### config.mk
export PLATFORM = sky130hd
export DESIGN_NAME = inst_mem_loader
export DESIGN_NICKNAME = d
export VERILOG_FILES = /design/src/rtl/inst_mem_loader_pkg.sv /design/src/rtl/inst_mem_loader_timeout_ctr.sv /design/src/rtl/inst_mem_loader.sv
export SDC_FILE = /design/constraint.sdc
export NUM_CORES = 1
export LEC_CHECK = 0
export ABC_AREA = 1
export CORE_ASPECT_RATIO = 0.7
export CORE_MARGIN = 4
export CORE_UTILIZATION = 54
export DETAILED_ROUTE_END_ITERATION = 16
export PLACE_DENSITY = 0.8
export SLEW_MARGIN = 20
export SYNTH_ARGS = -nofsm -noshare
export SYNTH_HDL_FRONTEND = slang
export SYNTH_SLANG_ARGS = --single-unit
export TNS_END_PERCENT = 100
### constraint.sdc
create_clock -name clk -period 2.1 [get_ports clk]
set_input_delay 0.315 -clock clk [delete_from_list [all_inputs] [get_ports clk]]
set_output_delay 0.315 -clock clk [all_outputs]
set_load 0.005 [all_outputs]
### src/rtl/inst_mem_loader_pkg.sv
// Shared types and defaults for the boot-time instruction memory loader.
package inst_mem_loader_pkg;

  localparam int unsigned MEM_WORDS_DEF = 256;
  localparam int unsigned TIMEOUT_DEF   = 1000000;
  localparam logic [7:0]  HDR_BYTE_DEF  = 8'hA5;
  localparam int unsigned WL_W          = 9;
  localparam int unsigned CNT_W         = 16;

  typedef enum logic [2:0] {
    ST_IDLE,
    ST_CNT_HI,
    ST_CNT_LO,
    ST_DATA,
    ST_CSUM,
    ST_DONE,
    ST_ERR
  } state_e;

  typedef enum logic [1:0] {
    EC_NONE      = 2'd0,
    EC_BAD_COUNT = 2'd1,
    EC_CSUM      = 2'd2,
    EC_TIMEOUT   = 2'd3
  } err_code_e;

  typedef struct packed {
    logic [31:0] addr;
    logic [31:0] data;
  } imem_wr_t;

  // Word index to byte address; low two bits always zero.
  function automatic logic [31:0] word_addr(input logic [WL_W-1:0] idx);
    return {21'b0, idx, 2'b00};
  endfunction

endpackage

### src/rtl/inst_mem_loader_timeout_ctr.sv
// Idle-cycle counter: runs while enabled, clears on each received byte, flags expiry.
module loader_timeout_ctr #(
  parameter int unsigned TIMEOUT_CYCLES = 16
) (
  input  logic clk,
  input  logic rst_n,
  input  logic en_i,
  input  logic clr_i,
  output logic expire_c
);

  localparam int unsigned CW = (TIMEOUT_CYCLES > 2) ? $clog2(TIMEOUT_CYCLES) : 1;

  logic [CW-1:0] cnt_q, cnt_d;

  always_comb begin
    cnt_d = cnt_q;
    if (!en_i || clr_i) begin
      cnt_d = '0;
    end else begin
      cnt_d = cnt_q + CW'(1);
    end
  end

  always_ff @(posedge clk or negedge rst_n) begin
    if (!rst_n) begin
      cnt_q <= '0;
    end else begin
      cnt_q <= cnt_d;
    end
  end

  // A byte in the expiry cycle suppresses the timeout.
  assign expire_c = en_i && !clr_i && (cnt_q == CW'(TIMEOUT_CYCLES - 1));

endmodule

### src/rtl/inst_mem_loader.sv
// Parses framed UART program images and writes big-endian words into instruction RAM.
module inst_mem_loader
  import inst_mem_loader_pkg::*;
#(
  parameter int unsigned MEM_WORDS      = MEM_WORDS_DEF,
  parameter int unsigned TIMEOUT_CYCLES = TIMEOUT_DEF,
  parameter logic [7:0]  HDR_BYTE       = HDR_BYTE_DEF
) (
  input  logic            clk,
  input  logic            reset,
  input  logic            rx_valid,
  input  logic [7:0]      rx_data,
  output logic            we,
  output logic [31:0]     waddr,
  output logic [31:0]     wdata,
  output logic            cpu_hold,
  output logic            done,
  output logic            err,
  output logic [1:0]      err_code,
  output logic [WL_W-1:0] words_loaded
);

  state_e           state_q, state_d;
  logic [CNT_W-1:0] count_q, count_d;
  logic [WL_W-1:0]  words_q, words_d;
  logic [1:0]       bidx_q, bidx_d;
  logic [23:0]      asm_q, asm_d;
  logic [7:0]       csum_q, csum_d;
  logic             we_q, we_d;
  imem_wr_t         wr_q, wr_d;
  logic             hold_q, hold_d;
  logic             done_q, done_d;
  logic             err_q, err_d;
  err_code_e        ec_q, ec_d;

  logic             in_frame_c;
  logic             expire_c;
  logic [CNT_W-1:0] cnt_full_c;

  assign in_frame_c = (state_q == ST_CNT_HI) || (state_q == ST_CNT_LO) ||
                      (state_q == ST_DATA)   || (state_q == ST_CSUM);
  assign cnt_full_c = {count_q[15:8], rx_data};

  loader_timeout_ctr #(
    .TIMEOUT_CYCLES(TIMEOUT_CYCLES)
  ) u_timeout (
    .clk     (clk),
    .rst_n   (reset),
    .en_i    (in_frame_c),
    .clr_i   (rx_valid),
    .expire_c(expire_c)
  );

  always_comb begin
    state_d = state_q;
    count_d = count_q;
    words_d = words_q;
    bidx_d  = bidx_q;
    asm_d   = asm_q;
    csum_d  = csum_q;
    we_d    = 1'b0;
    wr_d    = wr_q;
    hold_d  = hold_q;
    done_d  = done_q;
    err_d   = err_q;
    ec_d    = ec_q;

    case (state_q)
      ST_IDLE, ST_DONE, ST_ERR: begin
        if (rx_valid && (rx_data == HDR_BYTE)) begin
          state_d = ST_CNT_HI;
          hold_d  = 1'b1;
          done_d  = 1'b0;
          err_d   = 1'b0;
          ec_d    = EC_NONE;
          words_d = '0;
          csum_d  = '0;
          bidx_d  = '0;
        end
      end
      ST_CNT_HI: begin
        if (rx_valid) begin
          count_d = {rx_data, count_q[7:0]};
          state_d = ST_CNT_LO;
        end
      end
      ST_CNT_LO: begin
        if (rx_valid) begin
          count_d = cnt_full_c;
          if ((cnt_full_c == '0) || (cnt_full_c > CNT_W'(MEM_WORDS))) begin
            state_d = ST_ERR;
            err_d   = 1'b1;
            ec_d    = EC_BAD_COUNT;
          end else begin
            state_d = ST_DATA;
          end
        end
      end
      ST_DATA: begin
        // Write of word k is issued while word k+1 starts accumulating.
        if (rx_valid) begin
          csum_d = csum_q ^ rx_data;
          asm_d  = {asm_q[15:0], rx_data};
          bidx_d = bidx_q + 2'd1;
          if (bidx_q == 2'd3) begin
            we_d      = 1'b1;
            wr_d.addr = word_addr(words_q);
            wr_d.data = {asm_q, rx_data};
            words_d   = words_q + WL_W'(1);
            if ((CNT_W'(words_q) + CNT_W'(1)) == count_q) begin
              state_d = ST_CSUM;
            end
          end
        end
      end
      ST_CSUM: begin
        if (rx_valid) begin
          if (rx_data == csum_q) begin
            state_d = ST_DONE;
            done_d  = 1'b1;
            hold_d  = 1'b0;
          end else begin
            state_d = ST_ERR;
            err_d   = 1'b1;
            ec_d    = EC_CSUM;
          end
        end
      end
      default: state_d = ST_IDLE;
    endcase

    if (expire_c) begin
      state_d = ST_ERR;
      err_d   = 1'b1;
      ec_d    = EC_TIMEOUT;
    end
  end

  always_ff @(posedge clk or negedge reset) begin
    if (!reset) begin
      state_q <= ST_IDLE;
      count_q <= '0;
      words_q <= '0;
      bidx_q  <= '0;
      asm_q   <= '0;
      csum_q  <= '0;
      we_q    <= 1'b0;
      wr_q    <= '0;
      hold_q  <= 1'b0;
      done_q  <= 1'b0;
      err_q   <= 1'b0;
      ec_q    <= EC_NONE;
    end else begin
      state_q <= state_d;
      count_q <= count_d;
      words_q <= words_d;
      bidx_q  <= bidx_d;
      asm_q   <= asm_d;
      csum_q  <= csum_d;
      we_q    <= we_d;
      wr_q    <= wr_d;
      hold_q  <= hold_d;
      done_q  <= done_d;
      err_q   <= err_d;
      ec_q    <= ec_d;
    end
  end

  assign we           = we_q;
  assign waddr        = wr_q.addr;
  assign wdata        = wr_q.data;
  assign cpu_hold     = hold_q;
  assign done         = done_q;
  assign err          = err_q;
  assign err_code     = ec_q;
  assign words_loaded = words_q;

endmodule

**Word level (Yosys, flattened, before mapping)**

Cells that the tools add are included.

- Output and inout port bits: 79
- Register bits: 129
- Input port bits: 11

- $add $sub $neg: 4
- Equality and inequality tests: 25
- Reductions and logical operators: 25
- Muxes and demuxes: 48
- Bitwise logic cells: 3
- Magnitude comparators: 1

Operators by type and width:

| kind | count |
|---|---|
| $pmux W16 S2 | 1 |
| $mux W3 | 9 |
| $mux W9 | 3 |
| $mux W8 | 3 |
| $add A20 B1 Y20 const B | 1 |
| $eq A20 B20 Y1 const B | 1 |
| $mux W20 | 1 |
| $ne A3 B3 Y1 const B | 6 |
| $pmux W9 S2 | 1 |
| $eq A10 B16 Y1 | 1 |
| $gt A16 B9 Y1 const B | 1 |
| $logic_not A16 Y1 | 1 |
| $mux W16 | 1 |
| $mux W2 | 8 |
| $pmux W8 S2 | 1 |
| $pmux W3 S5 | 1 |
| $mux W1 | 14 |
| $reduce_and A3 Y1 | 4 |
| $add A9 B1 Y10 const B | 1 |
| $add A9 B1 Y9 const B | 1 |
| $eq A3 B3 Y1 const B | 3 |
| $ne A3 B2 Y1 const B | 3 |
| $eq A8 B8 Y1 | 1 |
| $eq A8 B8 Y1 const B | 1 |
| 23 further kinds | 38 |

**Logic depth before layout (Yosys ltp)**

- Word-level depth: 8
- Depth in mapped cells: 15
- Depth with buffers taken out: 15

**Modules after synthesis**

Synthesis repeated with hierarchy kept, for this count alone.

- Cells, all modules: 762
- Area, all modules: 6,229.7 um^2

Modules (own cells, without submodules):

| module | area an instance (um^2) | seq. area each (um^2) | cells each | times used |
|---|---|---|---|---|
| inst_mem_loader | 5,037.3 | 2,727.6 | 597 | 1 |
| loader_timeout_ctr | 1,192.4 | 500.5 | 165 | 1 |

**Least setup slack after synthesis**

OpenSTA, ideal clock, no wires.

- Kind: reg2reg
- From: reg u_timeout.cnt_q[0]
- To: reg u_timeout.cnt_q[18]
- Library setup time: 119 ps
- Stages on the path, launching flop included: 15
- Data required time: 1,981 ps
- Path buffers: 0
- Setup slack: 300 ps
- Arrival: 1,681 ps
- Cells stage by stage: dfrtp_1 ha_1 nand2_1 inv_1 nand2_1 nor2_1 nand3_1 nor2_1 nand2_1 nor2_1 nand2_1 nor2_1 nand3_1 nand2_1 nor2_1

- Cells in the longest elaborated chain, start to end: 2

RTL lines:

| what | line | text |
|---|---|---|
| from (decl) | inst_mem_loader_timeout_ctr.sv:14 | `logic [CW-1:0] cnt_q, cnt_d;` |
| from (signal assigned) | inst_mem_loader_timeout_ctr.sv:29 | `cnt_q <= cnt_d;` |
| $add A20 B1 Y20 | inst_mem_loader_timeout_ctr.sv:21 | `cnt_d = cnt_q + CW'(1);` |
| $mux W20 | inst_mem_loader_timeout_ctr.sv:18 | `if (!en_i \|\| clr_i) begin` |
| named net u_timeout.cnt_d[18] | inst_mem_loader_timeout_ctr.sv:14 |  |

The timed path passes the listed nets, and every way through them passes these cells.
A chain may end at the register's enable or synchronous reset.

**Final worst setup path**

- From: reg words_q[0] (netlist: words_loaded[0])
- To: reg state_q[1]

- Cells in the longest elaborated chain, start to end: 4

RTL lines:

| what | line | text |
|---|---|---|
| from (decl) | inst_mem_loader.sv:25 | `logic [WL_W-1:0] words_q, words_d;` |
| from (signal assigned) | inst_mem_loader.sv:156 | `words_q <= words_d;` |
| $add A9 B1 Y10 | inst_mem_loader.sv:110 | `if ((CNT_W'(words_q) + CNT_W'(1)) == count_q) begin` |
| $eq A10 B16 Y1 | inst_mem_loader.sv:110 |  |
| $ne A3 B2 Y1 (no source line) | -- |  |
| $reduce_and A7 Y1 (no source line) | -- |  |
| to (signal assigned) | inst_mem_loader.sv:154 | `state_q <= state_d;` |
| to (decl) | inst_mem_loader.sv:23 | `state_e state_q, state_d;` |

Every way passes these cells.

==> flow_metrics.env <==
export IMPL_synth_top_area_cell="dfrtp_1"
export IMPL_fin_crit_ns=1.95
export IMPL_dp_hpwl_mm=10.4
export IMPL_ys_warn_count=0
export IMPL_cp_data_required_time_ns=2.38
export IMPL_wl_mm=14.7
export IMPL_critPathTopFamily="simple AND/OR/NAND/NOR gates"
export IMPL_synth_top_area_share_pct=54.2
export IMPL_numCtsBuffers=17
export IMPL_worstMarginPinSlew_ns=0.504
export IMPL_gp_congestion=0.920
export IMPL_critPathArrivalTime_ns=2.23
export IMPL_path_cells="ha_2, buf_4, inv_1, nand2_1, nand3b_1, nand2_1, nor2_2, nand3_1, nor2_1, nand3_1, nand2_2, nand2_2, nand2_1, nand3_2"
export IMPL_fin_crit_sh_pct=92.9
export IMPL_initial_core_util_pct=56.5
export IMPL_cp_start_kind="flip-flop"
export IMPL_grt_antenna_before_repair=0
export IMPL_clkSinkCount=129
export IMPL_slew_headroom_pct=66.4
export IMPL_vias=5191
export IMPL_synth_cell_types=37
export IMPL_synth_cells=708
export IMPL_placed_cell_area_um2=6940
export IMPL_nFillCells=766
export IMPL_die_x_um=134
export IMPL_worst_skew_pair_late_latency_ns=0.41
export IMPL_root_buffer="clkbuf_16"
export IMPL_yosys_area_share_xor_xnor_pct=1.62
export IMPL_cts_tree="built"
export IMPL_setup_viol=0
export IMPL_critPathKind="flip-flop to flip-flop"
export IMPL_coreArea_um2=10600
export IMPL_synthMuxAreaShare_pct=0
export IMPL_place_inst=938
export IMPL_synthSimpleGateAreaFrac_pct=22.8
export IMPL_ys_top_cells_by_area="dfrtp_1 54%, nand2_1 12%, o21ai_0 7.3%, inv_1 4.7%, nor2_1 3.3%"
export IMPL_clockBufferDepth=2
export IMPL_grt_max_degree=52
export IMPL_drc=0
export IMPL_r2r_cells=14
export IMPL_dr_pass1_iters=5
export IMPL_vias_per_cell=5.35
export IMPL_whs_ns=0.393
export IMPL_ff2ff_setup_slack_ns=0.15
export IMPL_synth_avg_cell_area_um2=8.41
export IMPL_ys_seq_area_share_pct=54.2
export IMPL_fmax_ghz=0.512
export IMPL_cts_setup_buffers=0
export IMPL_dieArea_um2=12800
export IMPL_max_vdd_ir_drop_uv=707
export IMPL_num_io_pins=90
export IMPL_crit_fanout=4
export IMPL_p_total_uw=9210
export IMPL_nNetsFinal=824
export IMPL_crit_top_cell="nand2_1"
export IMPL_synth_top_family_by_area="simple AND/OR/NAND/NOR gates"
export IMPL_postLayoutCellArea_um2=7640
export IMPL_p_per_area_nw_per_um2=1200
export IMPL_skew_ns=0.00552
export IMPL_port_buffers=66
export IMPL_synth_seq_cells=129
export IMPL_h_tree_depth=4
export IMPL_fp_dieH_um=95.9
export IMPL_worst_path_buf_inv=2
export IMPL_grt_pass1_wl_mm=24.4
export IMPL_grt_overflow=0
export IMPL_layout_cells_non_filler=971
export IMPL_cp_slowest_cell="dfrtp_1"
export IMPL_hold_violations=0
export IMPL_clk_pin_slew_ns=0.06
export IMPL_max_stage_delay_ns=0.39
export IMPL_track_usage_pct=24.3
export IMPL_worst_r2r_startpoint="words_loaded[0]"
export IMPL_rr_endpoint="state_q[1]"
export IMPL_slew_violations=0
export IMPL_num_antenna_cells=0
export IMPL_drt_antenna_violating_nets=0
export IMPL_hold_class="primary input to async pin"
export IMPL_drt_iter0_markers=502
export IMPL_drive_gt1_share_pct=11.3
export IMPL_critPathCaptureType="flip-flop"
export IMPL_synth_area_um2=5960
export IMPL_area_growth_pct=28.3
export IMPL_synth_compound_area_share_pct=11.6
export IMPL_grt_pass1_vias=5060
export IMPL_fin_setup_tns_ns=0
export IMPL_status="completed"
export IMPL_wl_per_cell_um=15.2
export IMPL_synthAdderAreaFrac_pct=0.630
export IMPL_p_leak_uw=0.00357
export IMPL_rows=31
export IMPL_maxCapViolations=0
[logic make-up after synthesis]
| group | after synthesis |
|---|---|
| compound gates | 126 |
| fa+ha+maj | 3 |
| flops | 129 |
| simple gates | 319 |
| other cells | 1 |
| xor+xnor | 11 |
| buf+inv | 119 |
[layout by cell type (no fill, tap or decap), types with 7 or more instances in the layout]
cell	n
buf_4	33
o21ai_0	87
nand2_1	191
inv_1	74
a21oi_1	14
clkdlybuf4s50_1	65
conb_1	23
o31ai_1	8
clkbuf_16	17
nand3_1	33
nand4_1	17
dfrtp_1	129
nor3_1	7
nor2_1	44
[stage by stage]
stage | setup slack [ns] | util (%)
final | 0.148 | 72.4
after global routing | -0.0231 | 72.4
after CTS | 0.0802 | 71.9
after detailed placement | -0.0831 | 65.7
after global placement | 0.0287 | 65.7
after floorplan | 0.300 | -
[cell type report]
type	instances	area [µm²]	area share, %
clock buffers	21	450	5.89
inverters	78	295	3.86
well taps	148	185	2.42
clock inverters	11	185	2.42
multi-input cells	482	2330	30.5
repair buffers	102	968	12.7
flip-flops and latches	129	3230	42.2
[worst reg2reg max path: cells and delay by family, from the launching register on]
family,cells,cell delay (ns)
AND/OR/NAND/NOR,11,1.04
buffers and inverters,2,0.19
adder cells (fa/ha/maj),1,0.20
flip-flops,1,0.39
[routing by layer]
metal | GRT usage (%) | vias to the layer above | share of wire (%)
li1 | - | 2455 | -
met1 | 33.0 | 2486 | 45
met2 | 39.4 | 220 | 47
met3 | 5.07 | 30 | 6.7
met4 | 8.82 | 0 | 1.5
met5 | 0 | - | 0
[worst max-delay path by stage]
stage                             from                  end  slack [ns]  cells past startpoint
detailed placement          rx_data[5]             cpu_hold       -0.08                     10
global placement            rx_data[0]                  err        0.03                     12
global route           words_loaded[0]           state_q[1]       -0.02                     14
finish                 words_loaded[0]           state_q[1]        0.15                     14
CTS                    words_loaded[0]           state_q[1]        0.08                     14
floorplan           u_timeout.cnt_q[0]  u_timeout.cnt_q[18]        0.30                     14
[report_power, final]
| part | total [µW] | switching, µW | internal, µW |
|---|---|---|---|
| clock | 3170 | 1040 | 2130 |
| combinational | 2510 | 1470 | 1050 |
| sequential | 3530 | 428 | 3100 |
| total | 9210 | 2930 | 6270 |
[what timing repair did]
action | in CTS | in global routing
endpoints found under the setup margin | 1 | 16
hold buffers | 1 | 0
resized for setup | 1 | 19
endpoints found under the hold margin | 29 | 0
pin swaps | 0 | 3
[sequential cells by signal, summed over array words and instances, names as in the netlist]
register and count:
err_code 2, words_loaded 9, err 1, waddr 9, state_q 3, done 1, csum_q 8, u_timeout.cnt_q 20
we 1, wdata 32, cpu_hold 1, asm_q 24, bidx_q 2, count_q 16
[synth_stat cells]
cell and n:
a22o_1 1, dfrtp_1 129, inv_4 1, ha_1 3, nand2_2 1, xor2_1 5
o21bai_1 2, nor4_1 4, nand3_1 34, or2_2 1, nor2_1 52, buf_1 1
nor3_4 1, nor2_8 1, inv_2 2, nor3_1 7, inv_1 75, nand4_1 17
xnor2_1 6, a211oi_1 2, nor3_2 1, o22ai_1 6, o21ai_0 87, buf_4 23
a21oi_4 1, o21a_1 1, clkbuf_1 12, o21ai_2 1, nand2_1 196, buf_2 5
nor4b_1 1, nand3b_1 3, conb_1 1, o31ai_1 8, o21ai_1 2, o211ai_1 1
a21oi_1 14
Note: power is estimated with default switching activity, not from simulation.
